### src/rtl/fan_speed_ctrl.sv
// Fan speed controller: hysteretic temperature-to-target law feeding a rate-limited speed ramp.
// Define FAN_KICKSTART_EN to add a full-speed kick-start phase when the fan spins up from off.
`timescale 1ns/1ps
module fan_speed_ctrl #(
  parameter int T_LOW       = 25,
  parameter int T_HIGH      = 40,
  parameter int GAIN_SHIFT  = 4,
  parameter int HYST        = 2,
  parameter int MIN_SPEED   = 32,
  parameter int STEP        = 8,
  parameter int RAMP_DIV    = 1000,
  parameter int KICK_CYCLES = 5000
) (
  input  logic       clk,
  input  logic       arst,
  input  logic [7:0] temp,
  input  logic       temp_valid,
  input  logic       override_en,
  input  logic [7:0] override_speed,
  output logic [7:0] speed,
  output logic       fan_on,
  output logic       at_target
);

  localparam logic [7:0]        T_LOW_B  = 8'(T_LOW);
  localparam logic [7:0]        T_HIGH_B = 8'(T_HIGH);
  localparam logic signed [8:0] T_OFF    = 9'(T_LOW - HYST);
  localparam logic [7:0]        MIN_B    = 8'(MIN_SPEED);
  localparam logic [8:0]        STEP_B   = 9'(STEP);
  localparam int                CW       = (RAMP_DIV > 1) ? $clog2(RAMP_DIV) : 1;
  localparam logic [CW-1:0]     CNT_LAST = CW'(RAMP_DIV - 1);

  typedef enum logic [1:0] {
    S_OFF,
    S_RAMP,
    S_HOLD
`ifdef FAN_KICKSTART_EN
    , S_KICK
`endif
  } state_t;

  state_t          r_state, w_state_nxt, w_follow;
  logic [7:0]      r_speed, w_speed_nxt;
  logic [7:0]      r_target, w_target_nxt;
  logic [7:0]      r_temp;
  logic            r_fan_on;
  logic            r_at_target;
  logic [CW-1:0]   r_cnt;
  logic            w_tick;
  logic [7:0]      w_diff, w_prop, w_ramp, w_stepped;
  logic [15:0]     w_shift;
  logic [8:0]      w_up;

`ifdef FAN_KICKSTART_EN
  localparam int            KW        = $clog2(KICK_CYCLES + 1);
  localparam logic [KW-1:0] KICK_LAST = KW'(KICK_CYCLES - 1);
  logic [KW-1:0] r_kick_cnt, w_kick_nxt;
`endif

  assign w_tick    = (r_cnt == CNT_LAST);
  assign speed     = r_speed;
  assign fan_on    = r_fan_on;
  assign at_target = r_at_target;

  // Target law works on the sample registered at temp_valid, so it lags that strobe by one clock.
  always_comb begin
    w_diff  = (r_temp > T_LOW_B) ? (r_temp - T_LOW_B) : 8'd0;
    w_shift = {8'd0, w_diff} << GAIN_SHIFT;
    w_prop  = (w_shift > 16'd255) ? 8'hFF : w_shift[7:0];
    if (w_prop < MIN_B) w_prop = MIN_B;
    if (override_en)             w_target_nxt = override_speed;
    else if (!r_fan_on)          w_target_nxt = 8'd0;
    else if (r_temp >= T_HIGH_B) w_target_nxt = 8'hFF;
    else                         w_target_nxt = w_prop;
  end

  // One ramp step toward the target, computed at 9 bits so it cannot wrap.
  always_comb begin
    w_up   = {1'b0, r_speed} + STEP_B;
    w_ramp = r_speed;
    if (r_speed < r_target)
      w_ramp = (w_up >= {1'b0, r_target}) ? r_target : w_up[7:0];
    else if (r_speed > r_target)
      w_ramp = ({1'b0, r_speed} <= ({1'b0, r_target} + STEP_B)) ? r_target
                                                                 : (r_speed - STEP_B[7:0]);
    w_stepped = w_tick ? w_ramp : r_speed;
    w_follow  = (w_stepped != r_target) ? S_RAMP :
                (r_target == 8'd0)      ? S_OFF  : S_HOLD;
  end

  // NOTE: every signal driven here gets a default first, so no path leaves one unassigned and infers a latch.
  always_comb begin
    w_state_nxt = r_state;
    w_speed_nxt = r_speed;
`ifdef FAN_KICKSTART_EN
    w_kick_nxt  = r_kick_cnt;
`endif
    case (r_state)
`ifdef FAN_KICKSTART_EN
      S_KICK: begin
        if (r_target == 8'd0) begin
          w_state_nxt = S_OFF;
          w_speed_nxt = 8'd0;
        end else begin
          w_speed_nxt = 8'hFF;
          if (r_kick_cnt == KICK_LAST) w_state_nxt = S_RAMP;
          else                         w_kick_nxt  = r_kick_cnt + 1'b1;
        end
      end
      S_OFF: begin
        if (r_target != 8'd0) begin
          w_state_nxt = S_KICK;
          w_speed_nxt = 8'hFF;
          w_kick_nxt  = '0;
        end else begin
          w_state_nxt = w_follow;
          w_speed_nxt = w_stepped;
        end
      end
`endif
      default: begin
        w_state_nxt = w_follow;
        w_speed_nxt = w_stepped;
      end
    endcase
  end

  // NOTE: sequential state uses non-blocking assignments so every register samples pre-edge values.
  always_ff @(posedge clk or negedge arst) begin
    if (!arst) begin
      r_state <= S_OFF;
      r_speed <= 8'd0;
`ifdef FAN_KICKSTART_EN
      r_kick_cnt <= '0;
`endif
    end else begin
      r_state <= w_state_nxt;
      r_speed <= w_speed_nxt;
`ifdef FAN_KICKSTART_EN
      r_kick_cnt <= w_kick_nxt;
`endif
    end
  end

  always_ff @(posedge clk or negedge arst) begin
    if (!arst) begin
      r_cnt       <= '0;
      r_temp      <= 8'd0;
      r_fan_on    <= 1'b0;
      r_target    <= 8'd0;
      r_at_target <= 1'b1;
    end else begin
      r_cnt <= w_tick ? '0 : (r_cnt + 1'b1);
      if (temp_valid) begin
        r_temp <= temp;
        if (temp > T_LOW_B)                     r_fan_on <= 1'b1;
        else if ($signed({1'b0, temp}) < T_OFF) r_fan_on <= 1'b0;
      end
      r_target    <= w_target_nxt;
      r_at_target <= (w_speed_nxt == w_target_nxt);
    end
  end

endmodule
### config.mk
export PLATFORM = sky130hd
export DESIGN_NAME = fan_speed_ctrl
export DESIGN_NICKNAME = d
export VERILOG_FILES = /design/src/rtl/fan_speed_ctrl.sv
export SDC_FILE = /design/constraint.sdc
export NUM_CORES = 1
export LEC_CHECK = 0
export ABC_AREA = 0
export BUFFER_PORTS_ARGS = -buffer_cell sky130_fd_sc_hd__buf_2
export CORE_MARGIN = 8
export CORE_UTILIZATION = 35
export DETAILED_ROUTE_END_ITERATION = 16
export GPL_ROUTABILITY_DRIVEN = 0
export MAX_ROUTING_LAYER = met4
export PLACE_DENSITY = 0.51
export SLEW_MARGIN = 20
export SYNTH_ARGS = -nofsm -noshare
export SYNTH_HDL_FRONTEND = slang
export SYNTH_SLANG_ARGS = --single-unit
### constraint.sdc
create_clock -name clk -period 3.6 [get_ports clk]
set_clock_uncertainty 0.05 [all_clocks]
set_input_delay 0.36 -clock clk [delete_from_list [all_inputs] [get_ports clk]]
set_output_delay 0.36 -clock clk [all_outputs]
set_load 0.01 [all_outputs]
# --- Yosys cells after proc, flatten, opt, wreduce, memory -nomap -nowiden ---
# Cells that the tools add are included.
# W data, S select, Z words.
totals:
  regBits: 36
  latchBits: 0
  ram_bits: 0
  romBits: 0
  in_bits: 20
  memories: 0
classes:
  addsub: 5
  multipliers: 0
  n_div: 0
  n_lt_le_gt_ge: 10
  eq_ne: 2
  n_shift: 0
  mux: 14
  bitwise: 0
  n_reduce_logical: 2
ops:
  columns: ["op", "count"]
  rows:
  - ["$mux W8", 11]
  - ["$add A8 B4 Y9 const B", 2]
  - ["$gt A8 B5 Y1 const B", 2]
  - ["$gt A12 B8 Y1 const B", 1]
  - ["$add A10 B1 Y10 const B", 1]
  - ["$eq A10 B10 Y1 const B", 1]
  - ["$mux W10", 1]
  - ["$ge A9 B8 Y1", 1]
  - ["$le A8 B9 Y1", 1]
  - ["$eq A8 B8 Y1", 1]
  - ["$ge A8 B6 Y1 const B", 1]
  - ["$gt A8 B8 Y1", 1]
  - ["$lt A8 B5 Y1 const B", 1]
  - ["$lt A8 B6 Y1 const B", 1]
  - ["$lt A8 B8 Y1", 1]
  - ["$sub A8 B4 Y8 const B", 1]
  - ["$sub A8 B5 Y8 const B", 1]
  - ["$mux W1", 2]
  - ["$reduce_and A2 Y1", 1]
  - ["$reduce_bool A2 Y1", 1]

# --- Longest topological paths before layout ---
# Gate-level depths: netlist of the first run.
depth:
  word_depth: 10
  depth_mapped: 15
  ltp_nobuf: 13

# --- Least setup slack after synthesis of the first run ---
# OpenSTA, ideal clock, no wires.
synth_timing:
  path_type: "register to register"
  from: "register r_speed[3] (netlist: speed[3])"
  to: "register r_at_target (netlist: at_target)"
  setup_ns: 0.089
  arrival_ns: 3.052
  slack_ns: 0.409
  path_stages_with_launch: 15
  n_path_buf: 1
  path_cell_list: "dfrtp_1 > ha_1 > nand3_1 > xnor2_1 > ha_1 > nand2_1 > o21ai_0 > a21oi_2 > a2111oi_2 > a31o_1 > buf_6 > mux2_4 > a221oi_2 > mux2i_1 > nor4b_2"
synth_via:
  elab_chain_cells: 6
  elab_cells_between_ends: 12
synth_lines:
  columns: ["element", "line", "source"]
  rows:
  - ["from (decl)", "43", "logic [7:0] r_speed, w_speed_nxt;"]
  - ["from (signal assigned)", "138", "r_speed <= w_speed_nxt;"]
  - ["$add A8 B4 Y9 or $le A8 B9 Y1 (tied branches)", "79, 84", null]
  - ["$ge A9 B8 Y1 or $mux W8 (tied branches)", "82, 84", null]
  - ["$mux W8, on equally long branches", "82, 83", null]
  - ["$mux W8 (*)", "81", "if (r_speed < r_target)"]
  - ["$mux W8 (*)", "86", "w_stepped = w_tick ? w_ramp : r_speed;"]
  - ["named net w_speed_nxt[0]", "43", null]
  - ["$eq A8 B8 Y1 (*)", "160", "r_at_target <= (w_speed_nxt == w_target_nxt);"]
  - ["to (signal assigned)", "160", null]
  - ["to (decl)", "47", "logic r_at_target;"]
# Mark *: on every way through the listed nets, which the timed path passes. The rest lies on a longest branch.
# A chain may end at the register's enable or synchronous reset.

# --- Worst setup path after layout of the first run ---
# Ends and elaborated chain as after synthesis.

==> results.ini, run 1 <==
[status]
outcome=completed

[placement]
hpwl_um=5410
place_ws_ns=0.208
io_buffers=29
placed_cells=451

[clock_network]
cts_max_path_buffers=2
cts_tree=done
clk_latency_ns=0.28
cts_buffers=5
htree_levels=2
postCtsHoldBufs=0
clk_pin_slew_ns=0.07
ctsRootBufferMaster=clkbuf_8
cts.sinks=36

[timing]
fin_crit_ns=3.31
fin_crit_sh_pct=91.8
fmax_mhz=303
worst_slew_margin_rel_pct=46.3
hold_viol_final=0
finalSetupViolCount=0
tightest_slew_ns=0.805
slew_violations=0
setup-tns-final_ns=0
rsz0062_at_grt=no
setup_ws_ns=0.295

[power]
p_sw_share_pct=27.8
irDropWorstVdd_v=0.000276
internal-power_uw=710
power_switching_uw=273
p_comb_share_pct=18.8
seqPwrFrac_pct=45.8
p_clk_share_pct=35.5
power.leakage_nw=1.48
powerDensity_nw_per_um2=304

[finish]
final_cells=459
fin_nets=400
fillCellCount=788
drive_above_1_share_pct=19.9
diodes=0
synthToLayoutAreaGrowth_pct=15.2

[route]
initialDrtViolationCount=97
wire_per_inst_um=14.9
drc_errors=0
via_per_inst=5.28
vias=2422
routed_wirelength_um=6830
first_pass_iters=4
ant_nets=0

[critical_path]
crit_fanout=8
cp-start-kind=flop
cp_slowest_cell=dfrtp_2
crit_path_start=speed[3]
r2r_setup_slack_ns=0.29
cpPeakStageDelay_ns=0.41
required_ns=3.75
rr_worst_depth=13
endpoint=at_target
timing.rr.end=at_target
cp_top_family=compound AO/OA/AOI/OAI gates
arrival_ns=3.45
worstSetupEndpointType=flop
cp.depth=13
path_cells=ha_2 -> nand3_1 -> xnor2_1 -> ha_1 -> nand2_1 -> o21ai_0 -> a21oi_2 -> a2111oi_2 -> a31o_2 -> mux2_4 -> a221oi_2 -> mux2i_1 -> nor4b_2
timing.rr.start=speed[3]
crit_type=flop to flop
cp.buffers_inverters=0

[global_routing]
grt_use_total_pct=13.0
grt_max_degree=37
grt_pass1_vias=2440
grt_pass1_wl_um=11700
grt-ovfl-total=0
grt_antenna_before_repair=0

[logic_synthesis]
synthArstFlopShare_pct=100
ys_seq_area_share_pct=32.2
synth_area_leader_cell=dfrtp_1
synth_cell_type_count=58
synth_compound_area_share_pct=19.0
ys.flop_type=dfrtp_1
yosys_warnings=0
syn_area_per_cell_um2=8.85
yosysTopAreaCellShare_pct=31.2
synth_xor_area_share_pct=7.18
netlist_instances=317
synth_fa_ha_area_share_pct=10.7
ys_ff_latch=36
synth_top_family_by_area=simple AND/OR/NAND/NOR gates
yosysMostFrequentCell=dfrtp_1
synth_top_cells_by_area=dfrtp_1, ha_1, xnor2_1, nand2_1, inv_1
synth_common_cells=dfrtp_1, nand2_1, ha_1
synth_edf_count=0
synthMuxAreaShare_pct=6.29
syn_nets=361
synth-simple-area-share_pct=19.9
netlist_area_um2=2800

[die]
die_h_um=106
die_w_um=106
start_util_pct=36.3
row_count=32
die_area_um2=11100
io_pins=30
coreArea_um2=7730

[min_path]
min_path_type=primary input to asynchronous set/reset pin

[run]
max_cap_viol_count=0

==> power by group through the flow <==
stage / clock network (mW) / registers [mW] / logic (mW)
floorplan: 0 / 0.449 / 0.132
global placement: 0 / 0.458 / 0.185
detailed placement: 0 / 0.458 / 0.185
CTS: 0.360 / 0.450 / 0.186
global route: 0.378 / 0.454 / 0.211
finish: 0.349 / 0.450 / 0.184
==> through the flow <==
step	hold slack [ns]	power (mW)	utilization [%]	area [um^2]
after CTS	0.145	0.996	41.7	3220
after global placement	0.423	0.643	40.3	3110
final	0.113	0.983	41.8	3230
after detailed placement	0.430	0.642	40.3	3110
after floorplan	0.0144	0.581	-	2800
after global routing	0.185	1.04	41.8	3230
==> layer usage <==
| metal | vias up | track usage (%) | share of wire, % |
|---|---|---|---|
| li1 | 1220 | - | - |
| met1 | 1134 | 16.9 | 50 |
| met2 | 53 | 20.2 | 45 |
| met3 | 15 | 1.83 | 2.8 |
| met4 | 0 | 4.42 | 2.2 |
| met5 | - | - | 0 |
==> sequential cells by signal (all words and copies together) (netlist names) <==
| register | cells |
|---|---|
| at_target | 1 |
| fan_on | 1 |
| r_cnt | 10 |
| r_target | 8 |
| r_temp | 8 |
| speed | 8 |
==> logic make-up after synthesis <==
logic type,Yosys count
fa+ha+maj,24
buf+inv,32
compound gates,77
xor+xnor,23
mux,15
flops,36
simple gates,110
==> worst min-delay path by stage <==
| stage | end | start | cells after the start |
|---|---|---|---|
| floorplan | fan_on | arst | 0 |
| global placement | r_cnt[0] | r_cnt[0] | 1 |
| detailed placement | r_cnt[0] | r_cnt[0] | 1 |
| CTS | r_temp[6] | arst | 1 |
| global route | r_temp[2] | arst | 1 |
| finish | r_temp[2] | arst | 1 |
==> layout by cell type (no fill, tap or decap), types with 6 or more instances in the layout <==
master,instances
dfrtp_1,34
buf_2,29
nand2_1,27
inv_1,23
nor2_1,23
ha_1,23
a21oi_1,17
nand3_1,16
o21ai_0,16
xnor2_1,14
nor3_1,14
buf_4,10
xor2_1,9
nand2b_1,7
mux2_2,7
mux2i_1,6
==> repair_timing <==
item,in CTS,in global routing
endpoints found under the setup margin,0,1
resized for setup,0,4
buffers inserted,0,0
==> final cells by class <==
class	instances	area, um^2	share of cell area, %
Clock buffer	6	72.6	2.25
Clock inverter	2	35.0	1.08
Inverter	25	93.8	2.90
Multi-Input combinational cell	249	1780	55.0
Sequential cell	36	903	28.0
Tap cell	102	128	3.95
Timing Repair Buffer	39	220	6.82
Note: power is estimated with default switching activity, not from simulation.
==> run 2: changes to the inputs <==
--- a/config.mk
+++ b/config.mk
@@ -6,13 +6,13 @@
 export NUM_CORES = 1
 export LEC_CHECK = 0
 export ABC_AREA = 0
-export BUFFER_PORTS_ARGS = -buffer_cell sky130_fd_sc_hd__buf_2
 export CORE_MARGIN = 8
 export CORE_UTILIZATION = 35
 export DETAILED_ROUTE_END_ITERATION = 16
+export DONT_BUFFER_PORTS = 1
 export GPL_ROUTABILITY_DRIVEN = 0
 export MAX_ROUTING_LAYER = met4
-export PLACE_DENSITY = 0.51
+export PLACE_DENSITY = 0.48
 export SLEW_MARGIN = 20
 export SYNTH_ARGS = -nofsm -noshare
 export SYNTH_HDL_FRONTEND = slang
==> run 2 against run 1 <==
Worst hold slack better by 0.0047 ns; sequential power hardly changed; cell count is 5.7% lower; setup slack worse by 0.051 ns; non-clock buffer count is 26 lower; die area stayed put; clock power is 12% lower; flip-flop and latch count stayed put; utilization is 1.6 points lower; power is 5.2% lower; routed wire length is 3.6% higher; largest cell class unchanged.
==> results.ini, run 2 (synthesized netlist as in run 1, its figures left out) <==
[finish]
drive_above_1_share_pct=13.0
multiInputGateArea_um2=1780
register_area_um2=902
max_flop_register=r_cnt
diodes=0
fillCellCount=769
layout_common_cells=dfrtp_1, nand2_1, ha_1, inv_1, nor2_1
final_common_cell=dfrtp_1
final_util_pct=40.2
largest_reg_flops=10
final_cells=433
fin_nets=374
synthToLayoutAreaGrowth_pct=10.9

[critical_path]
required_ns=3.75
cp-start-kind=flop
cpPeakStageDelay_ns=0.46
cp_slowest_cell=dfrtp_1
path_cells=ha_1 -> nand3_1 -> xnor2_1 -> ha_1 -> nand3_1 -> a211oi_2 -> o32ai_2 -> nand2b_1 -> a31o_2 -> mux2_4 -> a221oi_2 -> mux2i_1 -> nor4b_2
cp.buffers_inverters=0
crit_fanout=7
arrival_ns=3.50
cp.depth=13
r2r_setup_slack_ns=0.24
rr_worst_depth=13
crit_type=flop to flop
worstSetupEndpointType=flop
cp_top_family=compound AO/OA/AOI/OAI gates

[power]
p_clk_share_pct=32.9
powerDensity_nw_per_um2=300
irDropWorstVdd_v=0.000186
internal-power_uw=656
power_switching_uw=276
power.leakage_nw=1.38
seqPwrFrac_pct=48.6
p_comb_share_pct=18.5
p_sw_share_pct=29.6

[timing]
worst_slew_margin_rel_pct=54.4
setup-tns-final_ns=0
slew_violations=0
fmax_mhz=298
hold_viol_final=0
finalSetupViolCount=0
setup_ws_ns=0.244
fin_crit_sh_pct=93.2
whs_ns=0.118
fin_crit_ns=3.36
rsz0062_at_grt=no
tightest_slew_ns=0.678

[die]
die_area_um2=11100
row_count=32
start_util_pct=36.3
io_pins=30
coreArea_um2=7730
die_h_um=106
die_w_um=106

[route]
routed_wirelength_um=7070
via_per_inst=5.39
wire_per_inst_um=16.3
routed.top_layer=met4
met2_wirelength_um=3180
initialDrtViolationCount=83
drc_errors=0
vias=2336
first_pass_iters=4
wl_met3_um=336
ant_nets=0
drt-met1-wl_um=3480

[placement]
hpwl_um=5550
placed_cells=423
io_buffers=0
place_ws_ns=0.252

[global_routing]
grt_pass1_vias=2347
grt_max_degree=37
grt_use_total_pct=13.4
grt-ovfl-total=0
grt_pass1_wl_um=12000
grt_antenna_before_repair=0

[clock_network]
clk_latency_ns=0.29
clk_pin_slew_ns=0.08
ctsRootBufferMaster=clkbuf_8
post_cts_buffers=0
cts_tree=done
cts_max_path_buffers=2
cts.sinks=36
htree_levels=2
cts_buffers=5

[status]
outcome=completed

[min_path]
min_path_type=primary input to flop
hold_depth=1

[run]
max_cap_viol_count=0

run 2: repair_timing:
action                                 in CTS  in global routing
endpoints found under the hold margin      36                  0
setup endpoints to repair                   0                  1
hold buffers                                2                  0
resized for setup                           0                  2
run 2: power groups by stage:
stage          clock network, mW  logic (mW)  registers [mW]
2_1_floorplan                  0       0.132           0.449
3_3_place_gp                   0       0.159           0.461
3_5_place_dp                   0       0.160           0.460
4_1_cts                    0.318       0.173           0.453
5_1_grt                    0.336       0.196           0.457
6_report                   0.307       0.172           0.453
run 2: cell type report:
type | instances | share of cell area (%)
Clock buffer | 6 | 2.66
Clock inverter | 2 | 0.443
Inverter | 25 | 3.02
Multi-Input combinational cell | 249 | 57.1
Sequential cell | 36 | 29.0
Tap cell | 102 | 4.10
Timing Repair Buffer | 13 | 3.62
run 2: routing by layer:
layer / vias to the layer above / GRT usage [%]
met4: 0 / 3.72
met1: 1095 / 17.8
met5: - / -
met2: 52 / 20.4
met3: 7 / 2.68
li1: 1182 / -
run 2: final timing paths:
check                            startpoint        end
worst max register to register  r_target[3]  at_target
min in group asynchronous              arst  r_temp[7]
worst max-delay path            r_target[3]  at_target
worst min register to register     r_cnt[0]   r_cnt[0]
worst min-delay path             temp_valid  r_temp[1]
max in group asynchronous              arst  at_target
run 2: per-stage QoR:
step | cell area, um^2 | total power, mW
CTS | 3100 | 0.943
floorplan | 2800 | 0.581
global route | 3110 | 0.990
detailed placement | 2980 | 0.620
finish | 3110 | 0.932
global placement | 2980 | 0.620
